--- config.mk ---
export PLATFORM = sky130hd
export DESIGN_NAME = hdlc_tx_fifo
export DESIGN_NICKNAME = d
export VERILOG_FILES = /design/src/rtl/hdlc_tx_fifo.sv
export SDC_FILE = /design/constraint.sdc
export NUM_CORES = 1
export LEC_CHECK = 0
export BUFFER_PORTS_ARGS = -buffer_cell sky130_fd_sc_hd__buf_2
export CORE_UTILIZATION = 35
export CTS_BUF_LIST = sky130_fd_sc_hd__clkbuf_16
export DETAILED_ROUTE_END_ITERATION = 7
export SLEW_MARGIN = 20
export SYNTH_ARGS = -nofsm -noshare
export SYNTH_HDL_FRONTEND = slang
export SYNTH_SLANG_ARGS = --single-unit
--- constraint.sdc ---
create_clock -name CLK2M -period 3.9 [get_ports CLK2M]
set_input_delay 0.195 -clock CLK2M [delete_from_list [all_inputs] [get_ports CLK2M]]
set_output_delay 0.195 -clock CLK2M [all_outputs]
set_load 0.01 [all_outputs]
--- src/rtl/hdlc_tx_fifo.sv ---
// HDLC-style serial transmitter: CPU-side transmit FIFO feeding a line FSM
// that idles on flags and inserts a 0 after every run of five 1s in data.
module hdlc_tx_fifo #(
  parameter int          DW    = 8,
  parameter int          DEPTH = 4,
  parameter logic [7:0]  FLAG  = 8'h7E
) (
  input  logic                     CLK2M,
  input  logic                     RESET,
  input  logic [DW-1:0]            D,
  input  logic                     CS,
  input  logic                     WR,
  input  logic                     A0,
  input  logic                     FS,
  output logic                     TxD,
  output logic                     FULL,
  output logic                     EMPTY,
  output logic [$clog2(DEPTH):0]   LEVEL,
  output logic                     OVF,
  output logic                     BUSY
);

  localparam int AW = $clog2(DEPTH);
  localparam int CW = $clog2(DW + 1);
  localparam logic [AW:0]   LVL_FULL = (AW + 1)'(DEPTH);
  localparam logic [CW-1:0] CNT_LOAD = CW'(DW);
  localparam logic [CW-1:0] CNT_ONE  = CW'(1);
  localparam logic [CW-1:0] CNT_ZERO = CW'(0);

  typedef enum logic [0:0] {ST_FLAG = 1'b0, ST_DATA = 1'b1} line_state_t;

  // FIFO and control register state
  logic [DW-1:0]  mem_r [DEPTH];
  logic [AW-1:0]  wr_ptr_r;
  logic [AW-1:0]  rd_ptr_r;
  logic [AW:0]    level_r;
  logic           full_r;
  logic           empty_r;
  logic           ovf_r;
  logic           tx_en_r;

  // Line FSM state
  line_state_t    state_r;
  logic [2:0]     bit_idx_r;
  logic [2:0]     ones_r;
  logic [CW-1:0]  cnt_r;
  logic [DW-1:0]  shift_r;
  logic           txd_r;
  logic           busy_r;

  // Decoded strobes
  logic           data_wr_s;
  logic           ctl_wr_s;
  logic           push_s;
  logic           pop_s;
  logic           last_s;
  logic           stuff_s;
  logic [AW:0]    level_nxt_s;
  logic [DW-1:0]  head_s;

  assign data_wr_s = CS & WR & ~A0;
  assign ctl_wr_s  = CS & WR & A0;
  // Full check is on the registered flag: a write is dropped even if a pop frees a slot this cycle.
  assign push_s    = data_wr_s & ~full_r;
  assign head_s    = mem_r[rd_ptr_r];
  assign stuff_s   = (ones_r == 3'd5);

  // Decide whether this FS cycle ends a word/flag and whether it pops the FIFO head.
  always_comb begin
    pop_s  = 1'b0;
    last_s = 1'b0;
    if (FS) begin
      if (state_r == ST_FLAG) begin
        pop_s = (bit_idx_r == 3'd0) & tx_en_r & ~empty_r;
      end else begin
        if (stuff_s) begin
          // A stuff pending after the final data bit closes the word here.
          last_s = (cnt_r == CNT_ZERO);
        end else begin
          // The final bit ends the word unless it completes a run of five ones.
          last_s = (cnt_r == CNT_ONE) & ~(shift_r[DW-1] & (ones_r == 3'd4));
        end
        pop_s = last_s & ~empty_r;
      end
    end else begin
      pop_s  = 1'b0;
      last_s = 1'b0;
    end
  end

  // Next FIFO occupancy from this cycle's push/pop pair.
  always_comb begin
    case ({push_s, pop_s})
      2'b10:   level_nxt_s = level_r + {{AW{1'b0}}, 1'b1};
      2'b01:   level_nxt_s = level_r - {{AW{1'b0}}, 1'b1};
      default: level_nxt_s = level_r;
    endcase
  end

  // FIFO storage; contents need no reset since occupancy gates every read.
  always_ff @(posedge CLK2M) begin
    if (push_s) begin
      mem_r[wr_ptr_r] <= D;
    end
  end

  // FIFO pointers, occupancy flags, overflow flag and transmit enable.
  always_ff @(posedge CLK2M) begin
    if (RESET) begin
      wr_ptr_r <= {AW{1'b0}};
      rd_ptr_r <= {AW{1'b0}};
      level_r  <= {(AW + 1){1'b0}};
      full_r   <= 1'b0;
      empty_r  <= 1'b1;
      ovf_r    <= 1'b0;
      tx_en_r  <= 1'b0;
    end else begin
      if (push_s) begin
        wr_ptr_r <= wr_ptr_r + {{(AW - 1){1'b0}}, 1'b1};
      end
      if (pop_s) begin
        rd_ptr_r <= rd_ptr_r + {{(AW - 1){1'b0}}, 1'b1};
      end
      level_r <= level_nxt_s;
      full_r  <= (level_nxt_s == LVL_FULL);
      empty_r <= (level_nxt_s == {(AW + 1){1'b0}});
      if (data_wr_s & full_r) begin
        ovf_r <= 1'b1;
      end else if (ctl_wr_s & D[1]) begin
        ovf_r <= 1'b0;
      end
      if (ctl_wr_s) begin
        tx_en_r <= D[0];
      end
    end
  end

  // Line FSM: one line bit per FS cycle, flags when idle, zero-stuffing in data.
  always_ff @(posedge CLK2M) begin
    if (RESET) begin
      state_r   <= ST_FLAG;
      bit_idx_r <= 3'd7;
      ones_r    <= 3'd0;
      cnt_r     <= CNT_ZERO;
      shift_r   <= {DW{1'b0}};
      txd_r     <= 1'b1;
      busy_r    <= 1'b0;
    end else if (FS) begin
      case (state_r)
        ST_FLAG: begin
          txd_r  <= FLAG[bit_idx_r];
          ones_r <= 3'd0;
          if (bit_idx_r == 3'd0) begin
            bit_idx_r <= 3'd7;
            if (pop_s) begin
              shift_r <= head_s;
              cnt_r   <= CNT_LOAD;
              state_r <= ST_DATA;
              busy_r  <= 1'b1;
            end
          end else begin
            bit_idx_r <= bit_idx_r - 3'd1;
          end
        end
        ST_DATA: begin
          if (stuff_s) begin
            txd_r  <= 1'b0;
            ones_r <= 3'd0;
          end else begin
            txd_r   <= shift_r[DW-1];
            shift_r <= {shift_r[DW-2:0], 1'b0};
            cnt_r   <= cnt_r - CNT_ONE;
            ones_r  <= shift_r[DW-1] ? (ones_r + 3'd1) : 3'd0;
          end
          if (last_s) begin
            if (pop_s) begin
              // Next word follows directly; the ones run carries across the boundary.
              shift_r <= head_s;
              cnt_r   <= CNT_LOAD;
            end else begin
              state_r   <= ST_FLAG;
              bit_idx_r <= 3'd7;
              busy_r    <= 1'b0;
            end
          end
        end
        default: begin
          state_r   <= ST_FLAG;
          bit_idx_r <= 3'd7;
          ones_r    <= 3'd0;
          busy_r    <= 1'b0;
        end
      endcase
    end
  end

  assign TxD   = txd_r;
  assign FULL  = full_r;
  assign EMPTY = empty_r;
  assign LEVEL = level_r;
  assign OVF   = ovf_r;
  assign BUSY  = busy_r;

endmodule

==> qor.csv, run 1 <==
stage,metric,value,unit
setup_path,endpoint,EMPTY,
die,core_area,8380,sq um
drt,drt_iter0_markers,93,
yosys,yosys_warnings,0,
cells_and_area,final_util,42.9,%
sta,relSlewSlack,47.5,%
setup_path,required,4160,ps
yosys,ys_top_cells_by_area,"edfxtp_1 (31%), dfxtp_1 (23%), mux4_2 (5.8%), ha_1 (5.3%), o21ai_0 (2.6%)",
die,die-height,96.0,microns
setup_path,timing.rr.start,ones_r[0],
cells_and_area,fillers,770,
sta,fin_setup_tns,0,ps
power_and_ir_drop,power_frac_seq,45.8,%
yosys,yosysTopAreaCellShare,31.1,%
power_and_ir_drop,p_leak,1.29,nW
sta,tightest_slew,782,ps
cells_and_area,n_antenna_cell,0,
drt,num_vias,2023,
placed_design,gp_congestion,0.772,
setup_path,crit_path_start_kind,flip-flop,
yosys,synth_nets,297,
global_routing,antenna_found_initial,0,
placed_design,hpwl,3930,microns
yosys,synth-edff-count,32,
yosys,ys_seq_area_share,53.8,%
die,rows,33,
setup_path,crit_arrival,2950,ps
power_and_ir_drop,power.density,457,nW/um^2
cts,cts_resized,0,
power_and_ir_drop,vdd_drop_max,0.271,mV
yosys,synth_area,3090,sq um
power_and_ir_drop,swShare,22.4,%
cts,hold_buffers,0,
setup_path,reg2reg_depth,13,
global_routing,grt_max_degree,21,
cells_and_area,layout-drive-gt1-share,19.3,%
sta,setup_slack,1210,ps
yosys,synth_top_area_cell,edfxtp_1,
yosys,synthArstFlopShare,0,%
global_routing,grt_pass1_vias,1945,
setup_path,path_max_fanout,4,
sta,fmax,0.372,GHz
yosys,synthFlopType,dfxtp_1,
cells_and_area,area_delta_synth_final,16.3,%
sta,fin_worst_hold_slack,73.8,ps
global_routing,grt_overflow,0,
global_routing,grt.total_usage,14.0,%
cts,clock_latency,330,ps
power_and_ir_drop,combinationalPowerShare,3.6,%
setup_path,r2r_end,EMPTY,
yosys,ys_types,51,
die,die_area,9210,sq um
cts,clkTransAtPathRegs,60,ps
drt,drcViolationCount,0,
sta,setup_viol,0,
die,die_w,96.0,microns
drt,via_per_inst,5.04,
drt,postRouteWirelength,5580,microns
sta,rsz0062_at_grt,false,
placed_design,io_buffers,21,
yosys,ys_ff_latch,67,
sta,drv_slew,0,
sta,min_period,2690,ps
cells_and_area,nNetsFinal,319,
sta,post-route-period-util,68.9,%
cts,cts_tree,yes,
drt,ant_nets,0,
die,initial_core_util,36.9,%
yosys,avgSynthCellArea,11.5,sq um
yosys,synth_most_common_cell,dfxtp_1,
sta,hold_viol,0,
hold_path,min_path_type,input port to flip-flop,
drt,dr.pass1.iters,4,
die,ios,22,
cts,post-cts-setup-buffers,0,
run_status,status,completed,
placed_design,place_ws,1210,ps
cts,clock_sinks,67,
cts,htreeDepth,3,
cells_and_area,multi_input_area,1320,sq um
setup_path,crit_path_end_kind,flip-flop,
setup_path,crit_type,flip-flop to flip-flop,
cts,cts_buffer_depth,2,
drt,wire_per_inst,13.9,microns
cts,numCtsBuffers,9,
cts,root_buffer,clkbuf_16,
global_routing,grt_first_pass_wirelength,9530,microns
run,max-cap-violations,0,
yosys,synthTopCellsByCount,"dfxtp_1 (35), edfxtp_1 (32), nand2_1 (19), nor2_1 (19)",
sta,skew,6.98,ps
setup_path,ff2ff_setup_slack,1210,ps
power_and_ir_drop,p_switching,0.000368,W
power_and_ir_drop,p_total,0.00164,W
cells_and_area,seqCellArea,1660,sq um
power_and_ir_drop,power.share.clock,50.7,%
power_and_ir_drop,intPower,0.00128,W
yosys,syn_inst,269,
setup_path,crit_path_start,ones_r[0],
per-stage QoR:
stage               area [sq um]  std cells
floorplan                   3090        269
global placement            3280        385
detailed placement          3280        385
CTS                         3590        401
global route                3590        401
finish                      3590        401
power by group through the flow:
stage | Clock [W] | Combinational, W | Sequential (W)
after floorplan | 0 | 0.0000375 | 0.000767
after global placement | 0 | 0.0000582 | 0.000767
after detailed placement | 0 | 0.0000597 | 0.000767
after CTS | 0.000848 | 0.0000598 | 0.000752
after global routing | 0.000877 | 0.0000668 | 0.000753
final | 0.000832 | 0.0000587 | 0.000752
layer usage:
layer,part of all wire [%],GRT usage (%)
met2,47,20.8
met4,1.4,5.97
met1,47,19.1
met3,4.0,3.87
met5,0,0
worst min-delay path by stage:
stage                     slack [ps]  cells after the start  start          end
final                             70                      1   D[6]  mem_r[3][6]
after global routing              70                      1   D[6]  mem_r[3][6]
after CTS                         70                      1   D[6]  mem_r[3][6]
after detailed placement         420                      1   D[4]  mem_r[1][4]
after global placement           410                      1   D[4]  mem_r[2][4]
after floorplan                  290                      0   D[0]  mem_r[0][0]
area by class of cell:
| class | instances | area share (%) |
|---|---|---|
| tap | 105 | 3.66 |
| sequential | 67 | 46.3 |
| timing repair buffer | 22 | 3.13 |
| inverter | 16 | 1.67 |
| clock buffer | 9 | 6.27 |
| clock inverter | 7 | 2.30 |
| multi-input combinational | 175 | 36.7 |
cells by family after synthesis:
kind of cell	synth area share, %
DFF	53.8
buffers and inverters	3.52
muxes	7.65
adders and majority gates	5.91
and+or+nand+nor	12.8
AOI/OAI and AO/OA	13.8
xor gates and xnor gates	2.55
sequential cells by signal, summed over array words and instances, names as in the netlist, named ones only:
signal	cells
LEVEL	3
wr_ptr_r	2
bit_idx_r	3
FULL	1
TxD	1
mem_r	32
shift_r	8
OVF	1
EMPTY	1
state_r	1
ones_r	3
cnt_r	4
tx_en_r	1
rd_ptr_r	2
BUSY	1
worst max-delay path, cell delays in order (launching register included):
cell and delay, ps:
dfxtp_1 360, inv_1 70, ha_1 210, a21boi_2 230
o2111ai_2 200, a21oi_2 260, ha_1 230, inv_1 60
fa_1 400, xor2_1 150, nor2_1 110, xnor2_1 150
nor2_1 70, a21oi_1 120
cell usage in the layout, fill, tap and decap left out, types with 2 or more instances in the layout:
master	netlist	layout
nor2b_1	2	2
nor3_1	3	3
o21a_1	3	3
inv_1	16	16
buf_2	2	21
nand3b_1	2	2
clkinvlp_4	0	2
inv_6	0	3
xor2_1	3	3
a21oi_1	10	10
dfxtp_1	35	35
nor3b_1	2	2
nand3_1	9	9
nand2_1	19	19
clkbuf_16	0	9
xnor2_1	6	6
ha_1	13	13
and2_1	5	5
mux4_2	8	8
o211ai_1	9	9
edfxtp_1	32	32
o21ai_0	16	16
nand2b_1	10	10
mux2i_1	3	3
nor2_1	19	19
or3_1	2	2
a31oi_1	8	8
Note: power is estimated with default switching activity, not from simulation.
==> run 2: changes to the inputs <==
==> constraint.sdc (replaced) <==
create_clock -name CLK2M -period 2.5 [get_ports CLK2M]
set_input_delay 0.125 -clock CLK2M [delete_from_list [all_inputs] [get_ports CLK2M]]
set_output_delay 0.125 -clock CLK2M [all_outputs]
set_load 0.01 [all_outputs]
==> qor.csv, run 2 (synthesis results as in run 1) <==
stage,metric,value,unit,change
cells_and_area,layout_common_cells,"edfxtp_1 (32), dfxtp_1 (29), buf_2 (21)",,
sta,relSlewSlack,63.5,%,+16 points
power_and_ir_drop,vdd_drop_max,0.425,mV,+57%
cells_and_area,fin_cells,412,,+2.7%
placed_design,hpwl,4110,microns,+4.7%
setup_path,max_stage_delay,430,ps,+30 ps
cts,clock_latency,320,ps,about the same
placed_design,post-place-cells,394,,+2.3%
cts,cts_tree,yes,,
setup_path,crit_top_cell,ha_4,,
drt,drt_iter0_markers,65,,-30%
cts,clkTransAtPathRegs,60,ps,about the same
placed_design,io_buffers,21,,unchanged
cts,htreeDepth,3,,unchanged
drt,drcViolationCount,0,,unchanged
cells_and_area,area_delta_synth_final,23.7,%,
sta,rsz0062_at_grt,true,,
sta,fin_setup_tns,0,ps,unchanged
drt,via_per_inst,5.07,,+0.41%
sta,post-route-period-util,95.8,%,+27 points
die,rows,33,,unchanged
setup_path,crit_type,flip-flop to flip-flop,,
sta,tightest_slew,547,ps,-235 ps
sta,drv_slew,0,,unchanged
setup_path,path_max_fanout,3,,-1
setup_path,cp_cell_sequence,inv_4 -> ha_4 -> mux2_4 -> o2111ai_4 -> a21oi_4 -> ha_4 -> inv_2 -> fa_2 -> nor3b_1 -> a31oi_1 -> a21oi_1,,
drt,dr.pass1.iters,4,,unchanged
sta,setup_viol,0,,unchanged
cells_and_area,finalInstanceArea,3820,sq um,+6.4%
cells_and_area,nNetsFinal,330,,+3.4%
cts,root_buffer,clkbuf_16,,
global_routing,grt_first_pass_wirelength,9780,microns,+2.7%
cells_and_area,n_antenna_cell,0,,unchanged
drt,wire_per_inst,14.8,microns,+6.3%
cells_and_area,final_common_cell,edfxtp_1,,
cts,hold_buffers,0,,unchanged
setup_path,crit_arrival,2590,ps,-360 ps
cells_and_area,layout-drive-gt1-share,28.7,%,+9.4 points
hold_path,min_path_type,input port to flip-flop,,
die,ios,22,,unchanged
cts,numCtsBuffers,9,,unchanged
setup_path,required,2690,ps,-1470 ps
global_routing,grt.total_usage,14.3,%,+0.26 points
setup_path,crit_path_start_kind,flip-flop,,
drt,postRouteWirelength,6100,microns,+9.2%
drt,ant_nets,0,,unchanged
global_routing,grt_overflow,0,,unchanged
global_routing,antenna_found_initial,0,,unchanged
run,max-cap-violations,0,,unchanged
sta,fmax,0.418,GHz,+12%
placed_design,gp_congestion,0.759,,-1.7%
run_status,status,completed,,
power_and_ir_drop,power.density,697,nW/um^2,+52%
cts,cts_buffer_depth,2,,unchanged
cells_and_area,largest_reg_flops,32,,unchanged
sta,hold_viol,0,,unchanged
cells_and_area,top_register,mem_r,,
die,initial_core_util,36.9,%,unchanged
setup_path,cp_slowest_cell,fa_2,,
power_and_ir_drop,p_leak,1.38,nW,+6.9%
sta,skew,6.11,ps,-0.865 ps
placed_design,placed_area,3350,sq um,+2.1%
cts,clock_sinks,67,,unchanged
die,core_area,8380,sq um,unchanged
global_routing,grt_pass1_vias,2004,,+3.0%
die,die_w,96.0,microns,unchanged
drt,num_vias,2087,,+3.2%
global_routing,grt_max_degree,21,,unchanged
cells_and_area,reg_top3,"mem_r (32), shift_r (8), cnt_r (4)",,
setup_path,path_delay_family,adder cells,,
setup_path,crit_path_end_kind,flip-flop,,
die,die-height,96.0,microns,unchanged
die,die_area,9210,sq um,unchanged
sta,min_period,2400,ps,-290 ps
setup_path,cp.buffers_inverters,2,,unchanged
[run 2: changes by cell type in the layout (fill, tap and decap cells not counted), moves of 5 or more]
cell	previous run	this run
dfxtp_1	35	29
inv_1	16	10
ha_1	13	7
ha_4	0	5
buf_4	1	12
[run 2: metal layers]
layer	wire length [microns]	GRT usage (%)	share of wire (%)
met5	0	0	0
met4	10	5.47	0.16
met3	179	3.16	2.9
met2	3060	23.1	50
met1	2850	18.6	47
[run 2: report_power, final]
group | internal (W) | switching (W)
sequential | 0.00116 | 0.00000980
clock | 0.000890 | 0.000503
combinational | 0.0000396 | 0.0000572
[run 2: per-stage QoR]
stage          setup WS (ps)  total power [W]  utilization, %  hold slack [ps]
2_1_floorplan           35.7          0.00125               -              224
3_3_place_gp            40.7          0.00129            40.0              340
3_5_place_dp           -7.44          0.00129            40.0              349
4_1_cts                 11.6          0.00269            44.1             5.43
5_1_grt                -35.1          0.00275            45.6             6.48
6_report                 105          0.00266            45.6             14.9
[run 2: what timing repair did]
| item | 4_1_cts | 5_1_grt |
|---|---|---|
| endpoints found under the hold margin | 0 | 0 |
| setup endpoints to repair | 2 | 3 |
| cloned | 0 | 0 |
| pin swaps | 4 | 10 |
| gates resized for setup | 2 | 32 |
| setup buffers | 1 | 1 |
[run 2: path summary, 6_finish.rpt]
| path | startpoint | endpoint | slack, ps | depth (start not counted) |
|---|---|---|---|---|
| setup / recovery | cnt_r[1] | EMPTY | 100 | 11 |
| setup reg to reg | cnt_r[1] | EMPTY | 100 | 11 |
| hold / removal | D[4] | mem_r[2][4] | 10 | 1 |
| hold reg to reg | shift_r[0] | shift_r[0] | 470 | 2 |
[run 2: final cells by class]
type	instances	area [sq um]
clock buffer	9	225
clock inverter	7	105
fill	776	4560
inverter	16	70.1
multi-input combinational	175	1420
sequential	67	1670
tap	105	131
timing repair buffer	33	195
==> run 3: changes to the inputs <==
--- a/config.mk
+++ b/config.mk
@@ -6,9 +6,11 @@
 export NUM_CORES = 1
 export LEC_CHECK = 0
 export BUFFER_PORTS_ARGS = -buffer_cell sky130_fd_sc_hd__buf_2
-export CORE_UTILIZATION = 35
+export CORE_UTILIZATION = 50
 export CTS_BUF_LIST = sky130_fd_sc_hd__clkbuf_16
 export DETAILED_ROUTE_END_ITERATION = 7
+export MAX_ROUTING_LAYER = met4
+export PLACE_DENSITY = 0.71
 export SLEW_MARGIN = 20
 export SYNTH_ARGS = -nofsm -noshare
 export SYNTH_HDL_FRONTEND = slang
==> constraint.sdc (replaced) <==
create_clock -name CLK2M -period 2.1 [get_ports CLK2M]
set_input_delay 0.105 -clock CLK2M [delete_from_list [all_inputs] [get_ports CLK2M]]
set_output_delay 0.105 -clock CLK2M [all_outputs]
set_load 0.01 [all_outputs]
==> qor.csv, run 3 (synthesis results as in run 1) <==
stage,metric,value,unit,change
setup_path,cp_cell_sequence,inv_4 -> ha_4 -> a21boi_4 -> o2111ai_4 -> a21oi_2 -> ha_2 -> inv_2 -> fa_2 -> xor2_1 -> nor2_1 -> xnor2_1 -> nor2_1 -> a21oi_1,,
cells_and_area,nNetsFinal,362,,+9.7%
placed_design,hpwl,4340,microns,+5.6%
setup_path,timing.rr.start,ones_r[0],,
sta,skew,3.97,ps,-2.14 ps
drt,via_per_inst,5.34,,+5.4%
setup_path,path_max_fanout,3,,unchanged
cts,numCtsBuffers,9,,unchanged
sta,hold_viol,0,,unchanged
sta,fmax,0.410,GHz,-1.8%
sta,post-route-period-util,116,%,+20 points
sta,setup_slack,-339,ps,-444 ps
drt,num_vias,2210,,+5.9%
power_and_ir_drop,power.density,744,nW/um^2,+6.8%
global_routing,grt_pass1_vias,2216,,+11%
setup_path,r2r_end,EMPTY,,
setup_path,path_delay_family,adder cells,,
placed_design,io_buffers,21,,unchanged
placed_design,placed_area,3550,sq um,+5.9%
cells_and_area,multi_input_area,1410,sq um,-0.79%
die,die_area,6500,sq um,-29%
setup_path,crit_type,flip-flop to flip-flop,,
drt,postRouteWirelength,6300,microns,+3.3%
sta,min_period,2440,ps,+44.2 ps
placed_design,gp_congestion,0.810,,+6.8%
cts,htreeDepth,3,,unchanged
run,max-cap-violations,0,,unchanged
global_routing,grt_max_degree,21,,unchanged
cells_and_area,reg_top3,"mem_r (32), shift_r (8), cnt_r (4)",,
setup_path,cp_num_cells,13,,+2
cells_and_area,finalInstanceArea,3980,sq um,+4.1%
cells_and_area,layout-drive-gt1-share,33.0,%,+4.4 points
run_status,status,"complete, but fails checks",,
global_routing,grt_first_pass_wirelength,10500,microns,+6.8%
cells_and_area,top_register,mem_r,,
cts,cts_buffer_depth,2,,unchanged
sta,setup_viol,4,,+4
cts,clkTransAtPathRegs,60,ps,about the same
setup_path,cp.buffers_inverters,2,,unchanged
cts,clock_sinks,67,,unchanged
drt,drcViolationCount,0,,unchanged
cts,root_buffer,clkbuf_16,,
die,ios,22,,unchanged
setup_path,crit_arrival,2710,ps,+120 ps
global_routing,grt_overflow,0,,unchanged
power_and_ir_drop,vdd_drop_max,0.527,mV,+24%
placed_design,place_ws,-332,ps,-324 ps
die,core_area,5960,sq um,-29%
power_and_ir_drop,p_leak,1.50,nW,+8.5%
sta,tightest_slew,472,ps,-74.6 ps
die,rows,28,,-15%
run_status,violations,setup timing,,
hold_path,whs_endpoint,mem_r[0][1],,
setup_path,reg2reg_depth,13,,+2
hold_path,min_path_type,input port to flip-flop,,
setup_path,crit_top_cell,nor2_1,,
setup_path,crit_path_start,ones_r[0],,
cells_and_area,layout_common_cells,"buf_4 (37), edfxtp_1 (32), dfxtp_1 (31)",,
global_routing,grt.total_usage,22.6,%,+8.3 points
cells_and_area,final_common_cell,buf_4,,
sta,rsz0062_at_grt,true,,
die,initial_core_util,51.9,%,+15 points
hold_path,hp-start,D[1],,
cells_and_area,area_delta_synth_final,28.8,%,
cells_and_area,largest_reg_flops,32,,unchanged
global_routing,antenna_found_initial,0,,unchanged
drt,wire_per_inst,15.2,microns,+2.8%
die,die_w,80.6,microns,-16%
setup_path,crit_path_start_kind,flip-flop,,
cells_and_area,seqCellArea,1670,sq um,-0.15%
setup_path,crit_path_end_kind,flip-flop,,
setup_path,ff2ff_setup_slack,-340,ps,-440 ps
cells_and_area,n_antenna_cell,0,,unchanged
drt,drt_iter0_markers,157,,+140%
sta,relSlewSlack,68.3,%,+4.8 points
cts,cts_tree,yes,,
cts,clock_latency,330,ps,about the same
setup_path,required,2370,ps,-320 ps
hold_path,hold_depth,1,,unchanged
drt,ant_nets,0,,unchanged
cells_and_area,fillers,444,,-43%
drt,dr.pass1.iters,4,,unchanged
sta,drv_slew,0,,unchanged
setup_path,max_stage_delay,380,ps,-50 ps
die,die-height,80.6,microns,-16%
setup_path,cp_slowest_cell,dfxtp_4,,
run 3: through the flow:
step / hold slack [ps] / total power (W) / util, % / cells / TNS (ps)
after floorplan: 204 / 0.00149 / - / 269 / -816
after global placement: 318 / 0.00155 / 59.6 / 388 / -747
after detailed placement: 324 / 0.00155 / 59.6 / 388 / -1010
after CTS: 4.00 / 0.00297 / 66.2 / 413 / -1090
after global routing: 22.6 / 0.00304 / 66.8 / 414 / -1570
final: 11.8 / 0.00296 / 66.8 / 414 / -1140
run 3: final cells by class:
type / instances / share of cell area (%)
timing repair buffer: 65 / 11.4
clock buffer: 9 / 5.66
inverter: 16 / 1.64
clock inverter: 7 / 1.51
sequential: 67 / 42.0
tap: 75 / 2.36
multi-input combinational: 175 / 35.4
run 3: what timing repair did:
action	in CTS	in global routing
setup endpoints to repair	4	5
hold buffers	6	0
endpoints found under the hold margin	24	0
pin swaps	9	2
setup buffers	3	1
gates resized for setup	5	7
run 3: report_power, final:
group	internal [W]	total [W]	switching, W	leakage [nW]
sequential	0.00138	0.00139	0.00000810	0.575
clock	0.000818	0.00143	0.000607	0.131
combinational	0.0000656	0.000143	0.0000775	0.793
total	0.00227	0.00296	0.000693	1.50
run 3: how the worst max path moves through the flow:
stage | to | slack, ps
after global routing | EMPTY | -460
final | EMPTY | -340
after CTS | EMPTY | -310
after detailed placement | EMPTY | -330
after global placement | EMPTY | -260
after floorplan | EMPTY | -260
run 3: layer usage:
layer / up-vias / track usage (%) / wire length, microns
met1: 1061 / 27.8 / 2940
li1: 1106 / - / -
met2: 31 / 36.4 / 3080
met4: 0 / 9.64 / 106
met5: - / - / 0
met3: 12 / 4.09 / 169
